### src/rtl/sdram_port_arb.sv
// Four-client round-robin arbiter in front of one SDRAM controller channel.
// Each client request is latched into a slot and issued to the controller one at a time.
module sdram_port_arb #(
  parameter int NCLI    = 4,
  parameter int TIMEOUT = 255
) (
  input  logic               clk,
  input  logic               init,
  input  logic [NCLI-1:0]    cli_req,
  input  logic [NCLI-1:0]    cli_rnw,
  input  logic [26*NCLI-1:0] cli_addr,
  input  logic [16*NCLI-1:0] cli_din,
  output logic [16*NCLI-1:0] cli_dout,
  output logic [NCLI-1:0]    cli_ready,
  output logic               mem_req,
  output logic               mem_rnw,
  output logic [25:0]        mem_addr,
  output logic [15:0]        mem_din,
  input  logic [15:0]        mem_dout,
  input  logic               mem_ready,
  output logic [1:0]         grant,
  output logic               busy,
  output logic [NCLI-1:0]    ovf,
  output logic [NCLI-1:0]    tmo,
  output logic [1:0]         dbg_state
);

  // Controller handshake: mem_req is a one-cycle pulse; the access completes on
  // the first mem_ready pulse seen in WAIT, or is aborted after TIMEOUT WAIT cycles.
  typedef enum logic [1:0] {
    IDLE  = 2'd0,
    ISSUE = 2'd1,
    WAIT  = 2'd2
  } state_t;

  localparam logic [7:0] TMO_LIM = 8'(TIMEOUT);

  state_t      state, state_nx;
  logic [3:0]  pend;
  logic [3:0]  s_rnw;
  logic [25:0] s_addr [4];
  logic [15:0] s_din  [4];
  logic [7:0]  cnt;
  logic [7:0]  cnt_inc;
  logic        do_issue;
  logic        complete;
  logic        timed_out;
  logic [3:0]  clr_vec;
  logic [1:0]  winner;
  logic [1:0]  idx;
  logic        found;

  assign cnt_inc   = cnt + 8'd1;
  assign clr_vec   = complete ? (4'b0001 << grant) : 4'b0000;
  assign busy      = (state == ISSUE) || (state == WAIT);
  assign dbg_state = state;

  // Search starts just after the last grant, so the previous winner is considered last.
  always_comb begin
    winner = grant;
    found  = 1'b0;
    idx    = grant;
    for (int k = 1; k <= 4; k++) begin
      idx = grant + 2'(k);
      if (!found && pend[idx]) begin
        winner = idx;
        found  = 1'b1;
      end
    end
  end

  always_ff @(posedge clk) begin
    if (init) state <= IDLE;
    else      state <= state_nx;
  end

  always_comb begin
    state_nx  = state;
    do_issue  = 1'b0;
    complete  = 1'b0;
    timed_out = 1'b0;
    case (state)
      IDLE: begin
        if (|pend) begin
          do_issue = 1'b1;
          state_nx = ISSUE;
        end
      end
      ISSUE: state_nx = WAIT;
      WAIT: begin
        if (mem_ready) begin
          complete = 1'b1;
          state_nx = IDLE;
        end else if (cnt_inc == TMO_LIM) begin
          complete  = 1'b1;
          timed_out = 1'b1;
          state_nx  = IDLE;
        end
      end
      default: state_nx = IDLE;
    endcase
  end

  // A request landing on its own completion cycle refills the slot instead of overflowing.
  always_ff @(posedge clk) begin
    if (init) begin
      pend  <= '0;
      ovf   <= '0;
      s_rnw <= '0;
      for (int i = 0; i < 4; i++) begin
        s_addr[i] <= '0;
        s_din[i]  <= '0;
      end
    end else begin
      for (int i = 0; i < 4; i++) begin
        if (cli_req[i]) begin
          if (!pend[i] || clr_vec[i]) begin
            pend[i]   <= 1'b1;
            s_rnw[i]  <= cli_rnw[i];
            s_addr[i] <= cli_addr[26*i +: 26];
            s_din[i]  <= cli_din[16*i +: 16];
          end else begin
            ovf[i] <= 1'b1;
          end
        end else if (clr_vec[i]) begin
          pend[i] <= 1'b0;
        end
      end
    end
  end

  always_ff @(posedge clk) begin
    if (init) begin
      mem_req   <= 1'b0;
      mem_rnw   <= 1'b1;
      mem_addr  <= '0;
      mem_din   <= '0;
      grant     <= 2'd3;
      cli_ready <= '0;
      cli_dout  <= '0;
      tmo       <= '0;
      cnt       <= '0;
    end else begin
      mem_req   <= do_issue;
      cli_ready <= clr_vec;
      if (do_issue) begin
        grant    <= winner;
        mem_addr <= s_addr[winner];
        mem_din  <= s_din[winner];
        mem_rnw  <= s_rnw[winner];
      end
      if (state == ISSUE)     cnt <= '0;
      else if (state == WAIT) cnt <= cnt_inc;
      for (int i = 0; i < 4; i++) begin
        if (clr_vec[i] && s_rnw[i])
          cli_dout[16*i +: 16] <= timed_out ? 16'hFFFF : mem_dout;
      end
      if (timed_out) tmo <= tmo | clr_vec;
    end
  end

endmodule

### config.mk
export PLATFORM = sky130hd
export DESIGN_NAME = sdram_port_arb
export DESIGN_NICKNAME = d
export VERILOG_FILES = /design/src/rtl/sdram_port_arb.sv
export SDC_FILE = /design/constraint.sdc
export NUM_CORES = 1
export LEC_CHECK = 0
export ABC_AREA = 1
export BUFFER_PORTS_ARGS = -buffer_cell sky130_fd_sc_hd__buf_2
export CAP_MARGIN = 25
export CORE_MARGIN = 4
export CORE_UTILIZATION = 40
export CTS_CLUSTER_SIZE = 20
export DETAILED_ROUTE_END_ITERATION = 16
export HOLD_SLACK_MARGIN = 0.15
export PLACE_DENSITY = 0.75
export SYNTH_ARGS = -nofsm -noshare
export SYNTH_HDL_FRONTEND = slang
export SYNTH_SLANG_ARGS = --single-unit
### constraint.sdc
create_clock -name clk -period 2.88 [get_ports clk]
set_clock_uncertainty 0.2 [all_clocks]
set_input_delay 0.432 -clock clk [delete_from_list [all_inputs] [get_ports clk]]
set_output_delay 0.432 -clock clk [all_outputs]
set_load 0.1 [all_outputs]
* Word-level counts from Yosys, hierarchy flattened *
Memories as Yosys holds them, arrays and structs flattened. A register that Yosys moved wholly into a read port is not among the register bits.
Index checks and enable logic that the tools add are counted.

storage, ports and cells
  output and inout port bits = 125
  ROM bits = 0
  memories kept = 2
  bits in writable memories = 168
  word-level logic and storage cells = 164
  latch bits = 0
  flip-flop bits (word level) = 98
  bits of input ports = 195

memories
  name    depth  width  read ports  clocked after Yosys merged registers in  wr ports  line  RTL
  s_addr  4      26     1           1                                        4         41    logic [25:0] s_addr [4];
  s_din   4      16     1           1                                        4         42    logic [15:0] s_din [4];

cells by class
  equality and inequality tests = 9
  multiplexer cells = 68
  bitwise operators = 13
  shift-type cells = 1
  $lt $le $gt $ge = 5
  add/subtract/negate cells = 4
  reductions and logical operators = 39
  multipliers = 0
  divide/modulo/power cells = 0

operators with widths
  kind                 count
  $mux 26              4
  $mux 16              5
  $mux 1               45
  $reduce_and 2->1     13
  $lt 2x3->1 const B   5
  $mux 2               7
  $bmux 1 s2           5
  $add 8x1->8 const B  1
  $eq 8x8->1 const B   1
  $ne 2x1->1 const B   4
  $or 1x1->1           8
  $reduce_bool 2->1    4
  $logic_and 1x1->1    7
  $logic_not 1->1      7
  $pmux 2 s3           1
  $logic_or 1x1->1     5
  $add 2x2->2 const B  2
  $mux 4               1
  $not 1->1            4
  $or 4x4->4           1
  $reduce_or 4->1      1
  $shl 1x2->4 const A  1
  $ne 3x3->1 const B   1
  $add 2x1->2 const B  1
  5 further kinds      5

* Longest topological paths before layout *
  depth after elaboration = 15
  mapped depth = 17
  depth with buffers taken out = 15

* Worst setup path after synthesis *
OpenSTA, ideal clock, no wires.

  kind = reg-to-reg
  start = reg state[1], in the netlist dbg_state[1]
  end = mem s_addr[3][0], enable pin
  buffers on the path = 1
  setup time = 0.400 ns
  arrival time = 2.727 ns
  period minus slack after synthesis = 3.327 ns
  cell stages (with the launch flop) = 7
  slack = -0.447 ns
  data required time = 2.280 ns
  path through = dfxtp_1 -> ha_1 -> buf_2 -> nand3_2 -> nand2_2 -> nand2_1 -> nand2_1

RTL lines
  item                      line  RTL
  start: declaration        38    state_t state, state_nx;
  start signal: assignment  74    else state <= state_nx;
  end: declaration          41

==> metrics list <==
* I/O pin count: 320
- The synthesized netlist devotes 1.25% of its cell area to compound gates.
- The root buffer cell chosen for the clock tree is sky130_fd_sc_hd__clkbuf_16.
* Port bufs: 319
* Initial antenna violation count: 0
- In this run the critical register-to-register path is launched from cnt[0]$_SDFFE_PP0P_.
- The die covers 39,400 um2.
- Clock insertion delay at the later pin of the skew report: 0.52 ns
- The initial utilization of the core area, before any placement, comes to 40.7%.
- The clock drives 308 sinks.
* Yosys Warn Count: 0
- For this run, design rule violations remaining after detail routing come to 0.
- Area share of fa/ha/maj cells after synthesis: 0.776%
- Placeable core region: 35,700 um2
* Peak supply drop: 1870 uV
- Broken down by cell family, the worst path's largest delay share belongs to simple AND/OR/NAND/NOR gates.
- Post-synthesis simple-gate area fraction: 31.8%
* Maximum count of clock buffers along a single path: 3
- The worst setup path is captured at a flip-flop.
- Share of the yosys chip area belonging to registers: 54.0%
* Initial DRC Count: 933
* Filler cells: 3,040
- CP Launch Type: flip-flop
- Post-synthesis share of cell area spent on xor and xnor gates: 0.181%
* Power per standard cell area: 975 nW/um2
* Register area: 7850 um2
- Along the worst path, the maximum fanout reaches 42.
- For this run the aggregate overflow at the end of global routing stands at 0.
- The via count of the first global-routing pass is 13,400.
- Synthesis produced 1,828 cells.
- Drt via density: 4.77
- Routability-driven placement finished with a final weighted congestion of 0.865.
* Non-filler instance count after layout: 2,802
- Layout Nets: 2,518
- Detailed placement finished with a half-perimeter wire length of 30,000 um.
* Required time of the worst setup path: 2.92 ns
- Max-cap violations in this run came to 0.
- In this run, synthesis produced a sequential element count of 308.
* Period utilisation layout: 94.0%
- Via total after detailed routing: 13,400
* Summed instance area of the synthesized netlist: 14,500 um2
- Pre-CTS WS: 0.173 ns
- Global-route usage over all layers: 22.7%
- Entering global routing, the biggest net connects 78 pins.
- Setup repair after global routing left no endpoint under its margin.
* Horiz. Die Dim: 199 um
- For this run, the slowest stage of the critical path takes 0.45 ns.
- In the final layout, the share of cells above drive strength 1 is 23.2%.
- Clock tree from TritonCTS: done
- Counting distinct cell types in the post-synthesis netlist gives 29.
- Data arrival time of the worst path: 2.75 ns
* Average wire per standard cell: 16.5 um
- For the pin with the worst max-slew slack, the measured transition is 0.798 ns.
* Clock Pin Slew Worst Setup and Hold Paths: 0.06 ns
- Slew Limit Fails: 0
- Footprint of the multi-input gates: 4970 um2
- The floorplan step set the die height to 199 um.
* Start point of the critical path: cnt[0]$_SDFFE_PP0P_
* Path category of the worst min-delay check: input pin to flip-flop
- Number of endpoints failing setup at the final stage: 0
- Relative area change from synthesis to final layout: 34.7%
- Maximum clock frequency: 0.370 GHz
- Once placement completed, the tool counted placed cells totaling 2,546.
* Wire length after detailed routing: 46,200 um
- The number of antenna diodes in the final layout is 0.
- Worst path slowest cell: sky130_fd_sc_hd__buf_4
- Once routing completed, OpenROAD measured the worst setup slack at 0.174 ns.
- Run status: finished, final reports clean
* Portion of netlist area occupied by mux cells: 0%
- Post-CTS setup buffers: 0
* CP Cell Sequence: ha_1, nand3_1, xor2_1, nor2_1, nand3_2, nand2_4, nand3_2, nand2_2, nand3_4, buf_4, nor2_1
* Total Neg Setup Slack: 0 ns
- Counting both buffers and inverters, the worst setup path holds a total of 1.
* Endpoints failing hold: 0
- Number of H-tree branching levels: 2
* Clock buffers created by TritonCTS: 35
* Worst rel slew slack: 46.8%
* Synthesized area divided by synthesized cell count: 7.94 um2
* 1st-pass router iterations: 7
- The number of nets in the synthesized netlist is 2,032.
- Antenna-violating nets left: 0
* Dominant combinational cell family by area after synthesis: simple AND/OR/NAND/NOR gates
- The first global-routing pass estimated 70,600 um of wire.
- Worst min-delay path startpoint: mem_dout[0]
* Number of rows in the core area: 69
- Leakage: 10.1 nW
- Final Critical Period: 2.71 ns
- CP Class: flip-flop to flip-flop
==> power by group <==
part / switching (W) / internal, W / leakage, nW
Combinational: 0.00705 / 0.00214 / 6.59
Clock: 0.00178 / 0.00249 / 0.537
Sequential: 0.000374 / 0.00524 / 2.96
==> cells in the mapped netlist <==
cell type	n	area share, %
sky130_fd_sc_hd__buf_6	17	1.3
sky130_fd_sc_hd__clkinv_1	2	0.052
sky130_fd_sc_hd__nand3_4	4	0.48
sky130_fd_sc_hd__nand4_1	5	0.22
sky130_fd_sc_hd__o21ai_2	1	0.060
sky130_fd_sc_hd__inv_2	2	0.052
sky130_fd_sc_hd__buf_2	32	1.1
sky130_fd_sc_hd__o21ai_1	4	0.14
sky130_fd_sc_hd__o211ai_1	3	0.16
sky130_fd_sc_hd__ha_1	9	0.78
sky130_fd_sc_hd__inv_1	315	8.1
sky130_fd_sc_hd__clkbuf_1	32	0.83
sky130_fd_sc_hd__nor2_2	111	4.8
sky130_fd_sc_hd__xor2_1	3	0.18
sky130_fd_sc_hd__nand4_2	4	0.34
sky130_fd_sc_hd__nor2_1	291	7.5
sky130_fd_sc_hd__nand3_1	152	5.2
sky130_fd_sc_hd__o21ai_0	10	0.34
sky130_fd_sc_hd__dfxtp_1	140	19
sky130_fd_sc_hd__nor4_1	1	0.043
sky130_fd_sc_hd__nand2_4	1	0.078
sky130_fd_sc_hd__nor3b_1	1	0.052
sky130_fd_sc_hd__buf_1	3	0.078
sky130_fd_sc_hd__buf_4	7	0.36
sky130_fd_sc_hd__nand2_1	485	13
sky130_fd_sc_hd__nand2_2	4	0.17
sky130_fd_sc_hd__edfxtp_1	168	35
sky130_fd_sc_hd__a21oi_1	16	0.55
sky130_fd_sc_hd__nand3_2	5	0.34
==> final cells by class <==
cell class                      instances  share of cell area [%]
Tap cell                              461                    2.95
Timing Repair Buffer                  540                    19.8
Clock buffer                           50                    5.03
Sequential cell                       308                    40.1
Inverter                              319                    6.12
Multi-Input combinational cell       1110                    25.4
Clock inverter                         14                   0.601
==> flip-flops by register name, summed over array words and instances (netlist names) <==
| signal | count |
|---|---|
| tmo | 4 |
| mem_rnw | 1 |
| mem_din | 16 |
| grant | 2 |
| pend | 4 |
| ovf | 4 |
| cli_ready | 4 |
| s_din | 64 |
| s_addr | 104 |
| cnt | 8 |
| mem_addr | 26 |
| s_rnw | 4 |
| cli_dout | 64 |
| dbg_state | 2 |
| mem_req | 1 |
==> metal layers <==
metal / track usage (%) / vias to the layer above / routed length [um]
li1: - / 6497 / -
met1: 26.2 / 6141 / 17600
met2: 41.3 / 611 / 22900
met3: 4.56 / 127 / 3650
met4: 9.04 / 0 / 2010
met5: 0 / - / 0
==> logic make-up (layout without fill, tap and decap cells) <==
logic type	Yosys count	count (layout)
compound gates	34	34
xor+xnor	3	3
fa+ha+maj	9	9
buf+inv	410	923
flops	308	308
simple gates	1064	1064
==> worst reg2reg max path, stage by stage, from the launching register on <==
cell                      delay [ns]
sky130_fd_sc_hd__dfxtp_1        0.37
sky130_fd_sc_hd__ha_1           0.24
sky130_fd_sc_hd__nand3_1        0.11
sky130_fd_sc_hd__xor2_1         0.26
sky130_fd_sc_hd__nor2_1         0.10
sky130_fd_sc_hd__nand3_2        0.11
sky130_fd_sc_hd__nand2_4        0.11
sky130_fd_sc_hd__nand3_2        0.12
sky130_fd_sc_hd__nand2_2        0.10
sky130_fd_sc_hd__nand3_4        0.06
sky130_fd_sc_hd__buf_4          0.45
sky130_fd_sc_hd__nor2_1         0.21
==> through the flow <==
step / util (%) / power (W) / hold slack [ns] / cell area (um2)
detailed placement: 46.4 / 0.0147 / 0.240 / 16500
CTS: 54.9 / 0.0191 / 0.152 / 19600
finish: 54.9 / 0.0191 / 0.164 / 19600
global placement: 46.4 / 0.0146 / 0.240 / 16500
floorplan: - / 0.0123 / 0.268 / 14500
global route: 54.9 / 0.0201 / 0.180 / 19600
==> final timing paths <==
check	cells after the start	end	slack, ns
hold / removal	5	cli_dout[32]$_SDFFE_PP0P_	0.16
hold reg to reg	2	ovf[3]$_SDFFE_PP0P_	0.25
setup / recovery	11	s_addr[2][9]$_SDFFCE_PN0P_	0.17
setup reg to reg	11	s_addr[2][9]$_SDFFCE_PN0P_	0.17
==> cell usage in the layout (no fill, tap or decap), drive strengths merged, types with 11 or more instances in the layout <==
master / n
a21oi: 16
buf: 348
clkbuf: 50
clkinv: 11
dfxtp: 140
dlygate4sd3: 192
edfxtp: 168
inv: 319
nand2: 490
nand3: 161
nor2: 402
o21ai: 15
==> repair_timing <==
| action | CTS | global route |
|---|---|---|
| setup endpoints to repair | 0 | 13 |
| endpoints found under the hold margin | 225 | 0 |
| hold buffers | 192 | 0 |
| gates resized for setup | 0 | 1 |
Power figures use the tool's default switching activity.
